--- src/rtl/game_pkg.sv ---
// Shared game constants: FSM state encoding and default collision geometry used by the display stage.
package game_pkg;

    typedef enum logic [1:0] {
        IDLE = 2'd0,
        RUN  = 2'd1,
        OVER = 2'd2
    } gstate_e;

    localparam int COORD_W     = 10;
    localparam int DINO_XL_DEF = 80;
    localparam int DINO_XR_DEF = 110;
    localparam int BLK_W_DEF   = 20;
    localparam int BLK_TOP_DEF = 420;

    // Right edge is formed in 11 bits so a block near x=1023 cannot wrap into the dino window.
    function automatic logic hit_test(input logic [COORD_W-1:0] bx,
                                      input logic [COORD_W-1:0] dy,
                                      input int xl, input int xr,
                                      input int w,  input int top);
        logic [COORD_W:0] right;
        right = {1'b0, bx} + (COORD_W+1)'(w);
        return (bx < COORD_W'(xr)) && (right > (COORD_W+1)'(xl)) && (dy > COORD_W'(top));
    endfunction

endpackage

--- src/rtl/btn_cond.sv ---
// Button conditioner: 2-flop synchroniser, optional debounce (GAME_CTRL_DEBOUNCE_EN), registered press pulse.
// Press pulse lands 3 cycles after the raw edge without debounce, 2+DB_CYC cycles with it.
module btn_cond #(
    parameter int DB_CYC = 1_000_000
) (
    input  logic clk,
    input  logic rst,
    input  logic btn_i,
    output logic press_o
);

    logic sync0_q, sync1_q;
    logic level_q, level_d;
    logic press_q;

    always_ff @(posedge clk) begin
        if (rst) begin
            sync0_q <= 1'b0;
            sync1_q <= 1'b0;
            level_q <= 1'b0;
            press_q <= 1'b0;
        end else begin
            sync0_q <= btn_i;
            sync1_q <= sync0_q;
            level_q <= level_d;
            press_q <= level_d & ~level_q;
        end
    end

`ifdef GAME_CTRL_DEBOUNCE_EN
    localparam int CW = $clog2(DB_CYC + 1);

    logic [CW-1:0] cnt_q, cnt_d;

    // Any sample agreeing with the accepted level restarts the stability count.
    always_comb begin
        level_d = level_q;
        cnt_d   = '0;
        if (sync1_q != level_q) begin
            if (cnt_q == CW'(DB_CYC - 1)) begin
                level_d = sync1_q;
            end else begin
                cnt_d = cnt_q + 1'b1;
            end
        end
    end

    always_ff @(posedge clk) begin
        if (rst) begin
            cnt_q <= '0;
        end else begin
            cnt_q <= cnt_d;
        end
    end
`else
    logic unused_db;

    assign level_d   = sync1_q;
    assign unused_db = (DB_CYC == 0);
`endif

    assign press_o = press_q;

endmodule

--- src/rtl/game_ctrl.sv ---
// Game FSM (IDLE/RUN/OVER) with registered collision detect and restart hold-off; debounce via GAME_CTRL_DEBOUNCE_EN.
// jump/re_start are single-cycle pulses driven in the cycle the conditioned press is seen.
module game_ctrl
    import game_pkg::*;
#(
    parameter int DB_CYC   = 1_000_000,
    parameter int HOLD_CYC = 10_000_000,
    parameter int DINO_XL  = DINO_XL_DEF,
    parameter int DINO_XR  = DINO_XR_DEF,
    parameter int BLK_W    = BLK_W_DEF,
    parameter int BLK_TOP  = BLK_TOP_DEF
) (
    input  logic               clk,
    input  logic               rst,
    input  logic               btn_jump,
    input  logic               btn_start,
    input  logic [COORD_W-1:0] dinosaur_Y,
    input  logic [COORD_W-1:0] block_X,
    output logic               jump,
    output logic               re_start,
    output logic               isover,
    output logic [1:0]         gstate
);

    localparam int HW = $clog2(HOLD_CYC + 1);

    logic          jump_press, start_press;
    gstate_e       state_q, state_d;
    logic [HW-1:0] hold_q, hold_d;
    logic          hit_q, hit_d;
    logic          mask_q;
    logic          jump_c, restart_c;

    btn_cond #(.DB_CYC(DB_CYC)) u_jump_cond (
        .clk     (clk),
        .rst     (rst),
        .btn_i   (btn_jump),
        .press_o (jump_press)
    );

    btn_cond #(.DB_CYC(DB_CYC)) u_start_cond (
        .clk     (clk),
        .rst     (rst),
        .btn_i   (btn_start),
        .press_o (start_press)
    );

    always_comb begin
        state_d   = state_q;
        hold_d    = hold_q;
        jump_c    = 1'b0;
        restart_c = 1'b0;
        case (state_q)
            IDLE: begin
                if (start_press) begin
                    restart_c = 1'b1;
                    state_d   = RUN;
                end
            end
            RUN: begin
                // Collision outranks a same-cycle jump press.
                if (hit_q) begin
                    state_d = OVER;
                    hold_d  = '0;
                end else if (jump_press) begin
                    jump_c = 1'b1;
                end
            end
            OVER: begin
                if (start_press && (hold_q == HW'(HOLD_CYC))) begin
                    restart_c = 1'b1;
                    state_d   = RUN;
                end else if (hold_q != HW'(HOLD_CYC)) begin
                    hold_d = hold_q + 1'b1;
                end
            end
            default: state_d = IDLE;
        endcase
    end

    // Stale coordinates from the previous game are ignored for two cycles around a restart.
    assign hit_d = (restart_c || mask_q) ? 1'b0
                 : hit_test(block_X, dinosaur_Y, DINO_XL, DINO_XR, BLK_W, BLK_TOP);

    always_ff @(posedge clk) begin
        if (rst) begin
            state_q <= IDLE;
            hold_q  <= '0;
            hit_q   <= 1'b0;
            mask_q  <= 1'b0;
        end else begin
            state_q <= state_d;
            hold_q  <= hold_d;
            hit_q   <= hit_d;
            mask_q  <= restart_c;
        end
    end

    assign jump     = jump_c & ~rst;
    assign re_start = restart_c & ~rst;
    assign isover   = (state_q != RUN);
    assign gstate   = state_q;

endmodule

--- config.mk ---
export PLATFORM = sky130hd
export DESIGN_NAME = game_ctrl
export DESIGN_NICKNAME = d
export VERILOG_FILES = /design/src/rtl/game_pkg.sv /design/src/rtl/btn_cond.sv /design/src/rtl/game_ctrl.sv
export SDC_FILE = /design/constraint.sdc
export NUM_CORES = 1
export LEC_CHECK = 0
export BUFFER_PORTS_ARGS = -buffer_cell sky130_fd_sc_hd__buf_2
export CAP_MARGIN = 20
export CORE_MARGIN = 2
export CORE_UTILIZATION = 55
export CTS_BUF_LIST = sky130_fd_sc_hd__clkbuf_8
export DETAILED_ROUTE_END_ITERATION = 8
export PLACE_DENSITY = 0.87
export SLEW_MARGIN = 20
export SYNTH_ARGS = -nofsm -noshare
export SYNTH_HDL_FRONTEND = slang
export SYNTH_SLANG_ARGS = --single-unit
--- constraint.sdc ---
create_clock -name clk -period 7.5 [get_ports clk]
set_clock_uncertainty 0.2 [all_clocks]
set_input_delay 2.25 -clock clk [delete_from_list [all_inputs] [get_ports clk]]
set_output_delay 2.25 -clock clk [all_outputs]
set_load 0.005 [all_outputs]
==> metrics <==
Final Hold Viols=0; Setup Buffers After CTS=0; post-synthesis sequential element count=36; multi-input logic area=1040 um2; core footprint=3080 um2; DR iter-0 viols=~170; Post-Syn Nets=244; largest net degree at the start of global routing=24; gr ovfl total=0; most frequent CP cell=buf_2; Place WS=2030 ps; H-Tree Depth=2; IR drop worst, VDD=0.137 mV; yosys warns=0; Worst EP required=5050 ps; CTS root buf=clkbuf_8; RSZ-0062 raised after global routing=false; Critical Path Sink Type=output port; Synth Instances=217; CTS tree=built; Fin Hold WS=183 ps; die area=roughly 3800 um2; hold buffers post-CTS=0; PostCTS Resize Cnt=0; Fillers=between 200 and 300; slowest stage delay, CP=390 ps; CP Max Fanout=16; drt via density=5.91; WS Path Type=in -> out; drt first pass iters=4; Synth top area share=39.9%; synth cell count leaders=36 x dfxtp_1, 21 x a21oi_1, 20 x nand2_1, 15 x o21ai_0, 14 x or3_1; Starting Density=58.7%; number of cell rows=20; power per cell area=166 nW/um2; Detailed Place HPWL=2.77 mm; Die Height=61.3 um; DRC errors left=0; Max Cap Viol=0; Pins Over Slew Limit=0; Primary FF master, synth=dfxtp_1; CP arrival=3030 ps; CTS max path bufs=2; register area=a little over 700 um2; post-synthesis sequential area ratio=39.9%; Worst R2R Setup Slack=4860 ps; Final Net Count=273; fraction of layout instances using a drive strength above 1=between 10% and 20%; Skew-Pair Late Insertion Delay=290 ps; CP Cell Sequence=buf_2 -> or3_1 -> nor2_1 -> buf_2; Critical Path Start Type=primary input; fmax=183 MHz; count leader, synth=dfxtp_1; CTS sink count=36; Synth cell types=44; run status=finished, final reports clean; Placer Congestion=0.835; initial antenna violation count=0; vias post-DR=1715; Worst Hold Class=reg -> reg; syn avg cell area=8.33 um2; vias in the first global route=about 1500; overall routing resource usage=23.0%; Max-slew headroom=49.0%; top cells by area, synth=dfxtp_1 40%, a21oi_1 5.8%, or3_1 4.8%; final setup vio count=0; Synth area leader=dfxtp_1; EDFF count, synth=0; clk slew on worst S/H paths=about 70 ps; area delta synth->final=13.7%; DIE WIDTH=61.3 um; fin crit share=73.0%; Leak=0.728 nW; setup TNS=0 ps; Max stage delay cell, worst path=or3_1; minimum clock period=around 5500 ps; first-pass GRT wire length=approximately 6.4 mm; IO Pins=29; Worst Tran Pin Value=765 ps; WL/cell=13.6 um; synthesized area=1810 um2; number of port buffers=28; TritonCTS Buffers=5; antenna-violating nets left=0; ys async rst share=0%; Final WS setup=about 2000 ps; Routed WL=roughly 4.0 mm; number of diodes=0
==> through the flow <==
stage               cell area, um2  instances  total power [mW]  utilization (%)
finish                        2060        290             0.341             66.8
global route                  2060        290             0.350             66.8
CTS                           2060        290             0.342             66.8
detailed placement            1980        283             0.217             64.3
global placement              1980        283             0.217             64.3
floorplan                     1810        217             0.207                -
==> cells in the final DEF (no fill, tap or decap), types with 6 or more instances in the layout <==
cell     netlist  final
a21oi_1       21     21
buf_2          2     28
dfxtp_1       36     36
inv_1          5      6
nand2_1       20     20
nand3_1       11     11
nor2_1         9      9
nor2b_1        9      9
o21ai_0       15     15
or3_1         14     14
or4_1          7      7
==> metal layers <==
| metal | track usage (%) | part of all wire [%] | routed length (um) | vias up |
|---|---|---|---|---|
| met1 | 26.7 | 46 | 1800 | 800 |
| li1 | - | - | - | 871 |
| met3 | 5.46 | 2.8 | 110 | 10 |
| met4 | 10.3 | 2.0 | 81 | 0 |
| met5 | 0 | 0 | 0 | - |
| met2 | 40.3 | 50 | 1960 | 34 |
==> flip-flops by register name, summed over array words and instances (netlist names) <==
signal                count
u_start_cond.level_d      1
hit_q                     1
u_jump_cond.level_q       1
hold_q                   24
u_jump_cond.sync0_q       1
u_start_cond.press_o      1
mask_q                    1
gstate                    2
u_jump_cond.press_o       1
u_jump_cond.level_d       1
u_start_cond.sync0_q      1
u_start_cond.level_q      1
==> critical path, delay by kind of cell <==
kind	cells	cell delay (ps)
buf+inv	2	300
simple gates	2	480
==> power by group <==
group          internal [mW]  switching, mW  leakage [nW]
clock network         0.0617         0.0662        0.0452
registers              0.193       0.000676         0.291
logic                0.00873         0.0107         0.392
total                  0.264         0.0776         0.728
==> final timing paths <==
check,start,end,cells after the start
max,rst,jump,4
min,u_jump_cond.level_q,u_jump_cond.press_o,1
max reg2reg,hold_q[3],hold_q[16],6
min reg2reg,u_jump_cond.level_q,u_jump_cond.press_o,1
==> cell type report <==
class / count / share of cell area (%)
Clock buffer: 5 / 3.35
Clock inverter: 2 / 0.426
Inverter: 5 / 0.913
Multi-Input combinational cell: 169 / 50.4
Sequential cell: 36 / 35.1
Tap cell: 44 / 2.68
Timing Repair Buffer: 29 / 7.18
==> cell families after synthesis <==
family / synth area share (%)
and+or+nand+nor: 34.3
AOI/OAI and AO/OA: 19.7
DFF: 39.9
buffers and inverters: 3.04
adders and majority gates: 2.08
xor gates and xnor gates: 0.485
muxes: 0.554
No activity file was read; power rests on OpenSTA's default activity.
